<file path="src/rtl/para_regs_mc.sv">
// Multi-channel byte-addressed register block: per-channel config with atomic
// multi-byte commit, status snapshots, sticky event flags and saturating event counters.
module para_regs_mc #(
    parameter int          NCH       = 4,
    parameter int          CFG_BYTES = 4,
    parameter int          STA_BYTES = 2,
    parameter logic [31:0] CFG_RST   = 32'h0000_0000
) (
    input  logic                         clk_sys,
    input  logic                         rst,
    input  logic [5:0]                   dev_id,
    input  logic                         fx_wr,
    input  logic [21:0]                  fx_waddr,
    input  logic [7:0]                   fx_data,
    input  logic                         fx_rd,
    input  logic [21:0]                  fx_raddr,
    output logic [7:0]                   fx_q,
    output logic [NCH*CFG_BYTES*8-1:0]   cfg_out,
    input  logic [NCH*STA_BYTES*8-1:0]   sta_in,
    input  logic [NCH-1:0]               evt_in,
    output logic [NCH-1:0]               evt_flag,
    output logic                         irq
);

    localparam int CW = CFG_BYTES * 8;
    localparam int SW = STA_BYTES * 8;

    logic [CW-1:0]  cfg_q  [NCH];
    logic [CW-1:0]  cfg_d  [NCH];
    logic [CW-1:0]  shd_q  [NCH];
    logic [CW-1:0]  shd_d  [NCH];
    logic [SW-1:0]  snap_q [NCH];
    logic [SW-1:0]  snap_d [NCH];
    logic [7:0]     cnt_q  [NCH];
    logic [7:0]     cnt_d  [NCH];
    logic [NCH-1:0] flag_q;
    logic [NCH-1:0] flag_d;
    logic [7:0]     fx_d;

    logic       wr_hit_s;
    logic       rd_hit_s;
    logic [7:0] wch_s;
    logic [7:0] wreg_s;
    logic [7:0] rch_s;
    logic [7:0] rreg_s;
    logic [7:0] rdata_s;
    logic [7:0] flag_byte_s;

    assign wr_hit_s    = fx_wr && (fx_waddr[21:16] == dev_id);
    assign rd_hit_s    = fx_rd && (fx_raddr[21:16] == dev_id);
    assign wch_s       = fx_waddr[15:8];
    assign wreg_s      = fx_waddr[7:0];
    assign rch_s       = fx_raddr[15:8];
    assign rreg_s      = fx_raddr[7:0];
    assign flag_byte_s = 8'(flag_q);
    assign evt_flag    = flag_q;
    assign irq         = |flag_q;

    // Pack committed config registers onto the output bus.
    always_comb begin
        cfg_out = '0;
        for (int c = 0; c < NCH; c++) begin
            cfg_out[c*CW +: CW] = cfg_q[c];
        end
    end

    // Next-state for per-channel state; the last config byte commits the shadow.
    always_comb begin
        for (int c = 0; c < NCH; c++) begin
            cfg_d[c]  = cfg_q[c];
            shd_d[c]  = shd_q[c];
            snap_d[c] = snap_q[c];
            cnt_d[c]  = cnt_q[c];
            flag_d[c] = flag_q[c];

            if (wr_hit_s && (wch_s == 8'(c))) begin
                for (int b = 0; b < CFG_BYTES; b++) begin
                    if (wreg_s == 8'(b)) begin
                        shd_d[c][b*8 +: 8] = fx_data;
                        if (b == CFG_BYTES - 1) begin
                            cfg_d[c] = shd_d[c];
                        end else begin
                            cfg_d[c] = cfg_q[c];
                        end
                    end else begin
                        shd_d[c][b*8 +: 8] = shd_d[c][b*8 +: 8];
                    end
                end
            end else begin
                shd_d[c] = shd_q[c];
            end

            if (rd_hit_s && (rch_s == 8'(c)) && (rreg_s == 8'h10)) begin
                snap_d[c] = sta_in[c*SW +: SW];
            end else begin
                snap_d[c] = snap_q[c];
            end

            // A set in the same cycle as a W1C wins.
            if (evt_in[c]) begin
                flag_d[c] = 1'b1;
            end else if (wr_hit_s && (wch_s == 8'(c)) && (wreg_s == 8'h20) && fx_data[0]) begin
                flag_d[c] = 1'b0;
            end else begin
                flag_d[c] = flag_q[c];
            end

            if (wr_hit_s && (wch_s == 8'(c)) && (wreg_s == 8'h21)) begin
                cnt_d[c] = evt_in[c] ? 8'h01 : 8'h00;
            end else if (evt_in[c] && (cnt_q[c] != 8'hFF)) begin
                cnt_d[c] = cnt_q[c] + 8'h01;
            end else begin
                cnt_d[c] = cnt_q[c];
            end
        end
    end

    // Read mux over pre-write state; status byte 0 returns the value being captured.
    always_comb begin
        rdata_s = 8'h00;
        if (rch_s == 8'hFF) begin
            case (rreg_s)
                8'h00:   rdata_s = {2'b00, dev_id};
                8'h01:   rdata_s = 8'(NCH);
                8'h02:   rdata_s = flag_byte_s;
                default: rdata_s = 8'h00;
            endcase
        end else begin
            for (int c = 0; c < NCH; c++) begin
                if (rch_s == 8'(c)) begin
                    for (int b = 0; b < CFG_BYTES; b++) begin
                        rdata_s = (rreg_s == 8'(b)) ? cfg_q[c][b*8 +: 8] : rdata_s;
                    end
                    for (int b = 0; b < STA_BYTES; b++) begin
                        if (rreg_s == 8'(16 + b)) begin
                            rdata_s = (b == 0) ? sta_in[c*SW +: 8] : snap_q[c][b*8 +: 8];
                        end else begin
                            rdata_s = rdata_s;
                        end
                    end
                    if (rreg_s == 8'h20) begin
                        rdata_s = {7'b000_0000, flag_q[c]};
                    end else if (rreg_s == 8'h21) begin
                        rdata_s = cnt_q[c];
                    end else begin
                        rdata_s = rdata_s;
                    end
                end else begin
                    rdata_s = rdata_s;
                end
            end
        end
        fx_d = rd_hit_s ? rdata_s : 8'h00;
    end

    // State registers.
    always_ff @(posedge clk_sys or posedge rst) begin
        if (rst) begin
            for (int c = 0; c < NCH; c++) begin
                cfg_q[c]  <= CFG_RST[CW-1:0];
                shd_q[c]  <= CFG_RST[CW-1:0];
                snap_q[c] <= '0;
                cnt_q[c]  <= 8'h00;
            end
            flag_q <= '0;
            fx_q   <= 8'h00;
        end else begin
            for (int c = 0; c < NCH; c++) begin
                cfg_q[c]  <= cfg_d[c];
                shd_q[c]  <= shd_d[c];
                snap_q[c] <= snap_d[c];
                cnt_q[c]  <= cnt_d[c];
            end
            flag_q <= flag_d;
            fx_q   <= fx_d;
        end
    end

endmodule

</file>
<file path="config.mk">
export PLATFORM = sky130hd
export DESIGN_NAME = para_regs_mc
export DESIGN_NICKNAME = d
export VERILOG_FILES = /design/src/rtl/para_regs_mc.sv
export SDC_FILE = /design/constraint.sdc
export NUM_CORES = 1
export LEC_CHECK = 0
export ABC_CLOCK_PERIOD_IN_PS = 10170
export CAP_MARGIN = 20
export CORE_MARGIN = 2
export CORE_UTILIZATION = 48
export CTS_CLUSTER_DIAMETER = 50
export DETAILED_ROUTE_END_ITERATION = 6
export GPL_ROUTABILITY_DRIVEN = 1
export GPL_TIMING_DRIVEN = 1
export PLACE_DENSITY_LB_ADDON = 0.1
export SETUP_SLACK_MARGIN = 0.15
export SKIP_LAST_GASP = 1
export SYNTH_ARGS = -nofsm -noshare
export SYNTH_HDL_FRONTEND = slang
export SYNTH_SLANG_ARGS = --single-unit
</file>
<file path="constraint.sdc">
create_clock -name clk_sys -period 10.17 [get_ports clk_sys]
set_input_delay 2.5425 -clock clk_sys [delete_from_list [all_inputs] [get_ports clk_sys]]
set_output_delay 2.5425 -clock clk_sys [all_outputs]
set_load 0.02 [all_outputs]
</file>
==> results.json, run 1 <==
{
  "run_status": "finished clean",
  "ys_async_sr_fraction_pct": 100,
  "synth_top_area_cell": "dfrtp_1",
  "path_class": "in -> reg",
  "slew_viol_final": 0,
  "multi_input_area_um2": 6880,
  "dp_hpwl_mm": 40.9,
  "cp_num_buf_inv": 1,
  "ys.flop_type": "dfrtp_1",
  "ant_nets": 0,
  "synth_edf_count": 0,
  "postSynthAreaPerCell_um2": 10.5,
  "ios": 271,
  "hold_violations": 0,
  "clockBufferDepth": 3,
  "io_buffer_count": 270,
  "startpoint_type": "input port",
  "routed-wl-met3_mm": 4.59,
  "first_iter_violations": 1408,
  "synth_seq_cells": 300,
  "maxUsedRoutingLayer": "met4",
  "setup-violations-final": 0,
  "leakage_nw": 8.09,
  "synth_cells": 1414,
  "grt_antenna_before_repair": 0,
  "drive_gt1_share_pct": 17.1,
  "power_w": 0.00279,
  "finalNetCount": 1788,
  "cp-end-kind": "flop",
  "die-area_um2": 32200,
  "numCtsBuffers": 36,
  "synth_cell_types": 74,
  "hp-class": "reg -> reg",
  "wl_met1_mm": 23.2,
  "antenna-diode-count": 0,
  "synth_nets": 1548,
  "finClkSkew_ns": 0.0199,
  "vias": 12836,
  "viasPerCell": 6.18,
  "worst_pin_slew_ns": 1.12,
  "drv_cap": 0,
  "fin_crit_sh_pct": 55.7,
  "clockRootBuffer": "clkbuf_16",
  "critPathTopFamily": "simple AND/OR/NAND/NOR gates",
  "seq_area_frac_synth_pct": 50.8,
  "synth.area.top_cells": "dfrtp_1 (51%), mux2_2 (12%), o21ai_0 (4.9%)",
  "cts.htree.levels": 2,
  "cts_tree": "built",
  "route.detailed.drc": 0,
  "cts_resized": 0,
  "hp-start": "shd_q[116]",
  "synth_warnings": 0,
  "cts_num_sinks": 300,
  "hold_slack_ns": 0.502,
  "peakVddDrop_uv": 151,
  "cpMaxStageDelayCell": "nor2_1",
  "yosysMostFrequentCell": "dfrtp_1",
  "tns_ns": 0,
  "start_util_pct": 48.6,
  "grt_pass1_vias": 12533,
  "syn_to_final_growth_pct": 28.7,
  "syn_area_um2": 14800,
  "seq_area_um2": 7510,
  "synth_top_cells_by_count": "dfrtp_1 (300), nand2_1 (170), mux2_2 (163)",
  "core_um2": 30400,
  "routed_wl_mm": 56.3,
  "cts_setup_buffers": 0,
  "grt_usage_pct": 34.4,
  "fmax_mhz": 177,
  "rsz0062_at_grt": "false",
  "place.gp.congestion": 0.979,
  "cts.clk_slew.worst_paths_ns": 0.05,
  "worstPathRequired_ns": 10.59,
  "ff2ff_setup_slack_ns": 8.07,
  "wl_met2_mm": 26.0,
  "power_density_nw_per_um2": 147,
  "cp_max_fo": 17,
  "rows": 64,
  "r2r_end": "fx_q[0]",
  "wire_per_inst_um": 27.1,
  "hold-path-endpoint": "shd_q[116]",
  "grt_max_degree": 173,
  "rr_startpoint": "cfg_out[0]",
  "min_period_ns": 5.66,
  "grt_pass1_wl_mm": 83.3,
  "dieHeight_um": 180,
  "relSlewSlack_pct": 25.4,
  "yosysTopAreaCellShare_pct": 50.8,
  "ctsHoldBuffers": 0,
  "fill_cells": 2497,
  "hold_path_depth": 1,
  "globalRouteOverflowTotal": 0,
  "die_w_um": 180,
  "firstDrtPassIters": 7,
  "crit_chain": "clkdlybuf4s50_1, or4b_1, nor2_1, a22o_1, o221ai_1, and3_1, a311oi_1",
  "cp.arrival_ns": 6.08,
  "slowest_delay_ns": 0.92,
  "ff2ff_path_depth": 7,
  "clk_latency_ns": 0.54
}
cell families after synthesis:
kind of cell	Yosys count	synth area share [%]
buffers and inverters	102	2.89
adders and majority gates	4	0.339
DFF	300	50.8
AOI/OAI and AO/OA	407	16.2
muxes	185	14.7
xor gates and xnor gates	28	1.66
and+or+nand+nor	388	13.3
report_power, final:
| part | switching [W] | internal, W | leakage, nW | total [W] |
|---|---|---|---|---|
| clock network | 0.000524 | 0.000752 | 0.576 | 0.00128 |
| registers | 0.0000642 | 0.00123 | 4.13 | 0.00129 |
| logic | 0.000124 | 0.0000948 | 3.38 | 0.000219 |
| total | 0.000712 | 0.00208 | 8.09 | 0.00279 |
how the worst max path moves through the flow:
stage / startpoint / endpoint / slack (ns) / cells past startpoint
floorplan: rst / cfg_out[0] / 3.64 / 1
global placement: fx_raddr[4] / fx_q[6] / 4.18 / 8
detailed placement: fx_raddr[4] / fx_q[5] / 4.12 / 7
CTS: fx_raddr[4] / fx_q[5] / 4.63 / 7
global route: fx_raddr[4] / fx_q[5] / 4.45 / 7
finish: fx_raddr[4] / fx_q[5] / 4.51 / 7
placed cells by master, fill, tap and decap left out, types with 10 or more instances in the layout:
master           instances
xor2_1                  14
dfrtp_1                300
o21ai_0                146
xnor2_1                 14
clkdlybuf4s50_1        269
nor3_1                  17
and3_1                  12
o22ai_1                 17
nand2_1                169
mux4_2                  10
buf_4                   23
mux2i_1                 12
clkbuf_16               37
mux2_2                 163
nand3_1                 23
and2_1                  21
a21oi_1                136
a22oi_1                 18
a211oi_1                12
or3_1                   15
o211ai_1                11
o221ai_1                14
nor2_1                  62
nand4_1                 14
per-layer routing:
metal	vias to the layer above	global-route usage, %
li1	5648	-
met1	6383	46.9
met2	665	54.1
met3	140	7.13
met4	0	14.0
met5	-	0
metrics by stage:
stage	util [%]	instances	setup WS (ns)	instance area [um2]
floorplan	-	1414	3.64	14800
global placement	58.5	2011	4.18	17800
detailed placement	58.5	2011	4.12	17800
CTS	62.4	2075	4.63	19000
global route	62.5	2076	4.45	19000
finish	62.5	2076	4.51	19000
sequential cells by signal, indices dropped and copies added, names as in the netlist:
name / flops
cfg_out: 128
cnt_q: 32
shd_q: 96
fx_q: 8
snap_q: 32
evt_flag: 4
area by class of cell:
class,count,share of cell area (%)
clock buffers,51,5.51
clock inverters,13,0.743
inverters,9,0.197
multi-input cells,1012,36.1
flip-flops and latches,300,39.5
well taps,396,2.60
repair buffers,295,15.3
Note: power is estimated with default switching activity, not from simulation.
==> inputs of run 2 (changes only) <==
--- a/config.mk
+++ b/config.mk
@@ -5,10 +5,10 @@
 export SDC_FILE = /design/constraint.sdc
 export NUM_CORES = 1
 export LEC_CHECK = 0
-export ABC_CLOCK_PERIOD_IN_PS = 10170
+export ABC_CLOCK_PERIOD_IN_PS = 5300
 export CAP_MARGIN = 20
 export CORE_MARGIN = 2
-export CORE_UTILIZATION = 48
+export CORE_UTILIZATION = 53
 export CTS_CLUSTER_DIAMETER = 50
 export DETAILED_ROUTE_END_ITERATION = 6
 export GPL_ROUTABILITY_DRIVEN = 1
==> constraint.sdc (replaced) <==
create_clock -name clk_sys -period 5.3 [get_ports clk_sys]
set_input_delay 1.325 -clock clk_sys [delete_from_list [all_inputs] [get_ports clk_sys]]
set_output_delay 1.325 -clock clk_sys [all_outputs]
set_load 0.02 [all_outputs]
==> results.json, run 2 (synthesis results as in run 1) <==
{
  "cts.clk_slew.worst_paths_ns": 0.06,
  "multi_input_area_um2": 6860,
  "tns_ns": 0,
  "stdcell_count": 2082,
  "cts_tree": "built",
  "startpoint_type": "input port",
  "seq_area_um2": 7510,
  "fmax_mhz": 238,
  "cts_resized": 0,
  "hold_path_depth": 1,
  "ff2ff_path_depth": 6,
  "rr_startpoint": "cfg_out[4]",
  "r2r_end": "fx_q[4]",
  "viasPerCell": 6.31,
  "vias": 13145,
  "cp-end-kind": "flop",
  "setup-violations-final": 0,
  "io_buffer_count": 270,
  "route.detailed.drc": 0,
  "final_cell_mix": "dfrtp_1 (300), clkdlybuf4s50_1 (269), nand2_1 (170), mux2_2 (163), o21ai_0 (146)",
  "hold-path-endpoint": "shd_q[115]",
  "start_util_pct": 53.5,
  "finalNetCount": 1810,
  "wire_per_inst_um": 26.9,
  "cp_max_fo": 18,
  "die_w_um": 171,
  "worstPathRequired_ns": 5.67,
  "first_iter_violations": 1226,
  "fill_cells": 2121,
  "slew_viol_final": 0,
  "cts.htree.levels": 2,
  "final_common_cell": "dfrtp_1",
  "ff2ff_setup_slack_ns": 3.16,
  "fin_crit_sh_pct": 79.2,
  "power_density_nw_per_um2": 275,
  "syn_to_final_growth_pct": 29.2,
  "place.gp.congestion": 0.959,
  "clockBufferDepth": 3,
  "rows": 61,
  "worst_pin_slew_ns": 0.911,
  "globalRouteOverflowTotal": 0,
  "routed_wl_mm": 56.0,
  "hold_violations": 0,
  "path_class": "in -> reg",
  "finClkSkew_ns": 0.0274,
  "place_inst": 2017,
  "peakVddDrop_uv": 275,
  "grt_usage_pct": 38.3,
  "ctsHoldBuffers": 0,
  "hp-class": "reg -> reg",
  "ant_nets": 0,
  "leakage_nw": 8.17,
  "ios": 271,
  "die-area_um2": 29200,
  "cts_num_sinks": 300,
  "dieHeight_um": 171,
  "dp_hpwl_mm": 41.4,
  "cts_setup_buffers": 0,
  "cp.arrival_ns": 4.57,
  "run_status": "finished clean",
  "hp-start": "shd_q[115]",
  "core_um2": 27600,
  "grt_max_degree": 88,
  "rsz0062_at_grt": "false",
  "clockRootBuffer": "clkbuf_16",
  "grt_pass1_vias": 13046,
  "clk_latency_ns": 0.54,
  "numCtsBuffers": 35,
  "largest_reg_flops": 128,
  "grt_antenna_before_repair": 2,
  "firstDrtPassIters": 6,
  "grt_pass1_wl_mm": 81.9,
  "drive_gt1_share_pct": 17.8,
  "relSlewSlack_pct": 38.8,
  "drv_cap": 0,
  "post-route-util_pct": 69.1,
  "min_period_ns": 4.20
}
## run 2: worst max-delay path: stages
cell and delay [ns]:
clkdlybuf4s50_1 0.78, or4b_4 0.85, nor2_2 0.71, nor3_1 0.18
o211ai_1 0.15, a31oi_1 0.07, a311oi_1 0.33, a311oi_1 0.15
## run 2: cell type report
type	count	share of cell area, %
flip-flops and latches	300	39.3
multi-input cells	1012	35.9
repair buffers	318	16.2
clock buffers	51	5.16
well taps	378	2.48
clock inverters	12	0.694
inverters	9	0.197
diodes	2	0.0262
## run 2: per-layer routing
| layer | GRT usage (%) | up-vias | share of wire [%] |
|---|---|---|---|
| met5 | 0 | - | 0 |
| met4 | 14.5 | 0 | 4.1 |
| met3 | 9.16 | 147 | 9.2 |
| met2 | 63.2 | 704 | 48 |
| met1 | 49.1 | 6597 | 39 |
| li1 | - | 5697 | - |
## run 2: through the flow
step           hold WS [ns]  setup WS [ns]  instance area [um2]  power, W
2_1_floorplan         0.475        -0.0121                14800   0.00269
3_3_place_gp          0.487          0.712                18000   0.00292
3_5_place_dp          0.493          0.693                18000   0.00293
4_1_cts               0.507           1.22                19100   0.00525
5_1_grt               0.512           1.02                19100   0.00541
6_report              0.503           1.10                19100   0.00525
## run 2: where the power goes
group          switching [W]  internal (W)
registers           0.000117       0.00236
clock network       0.000985       0.00136
logic               0.000238      0.000187
## run 2: worst max-delay path by stage
stage / startpoint / end / slack (ns) / cells after the start
floorplan: rst / cfg_out[0] / -0.01 / 1
global placement: fx_raddr[1] / fx_q[1] / 0.71 / 8
detailed placement: fx_raddr[1] / fx_q[1] / 0.69 / 8
CTS: fx_raddr[1] / fx_q[1] / 1.22 / 8
global route: fx_raddr[1] / fx_q[6] / 1.02 / 8
finish: fx_raddr[1] / fx_q[1] / 1.10 / 8
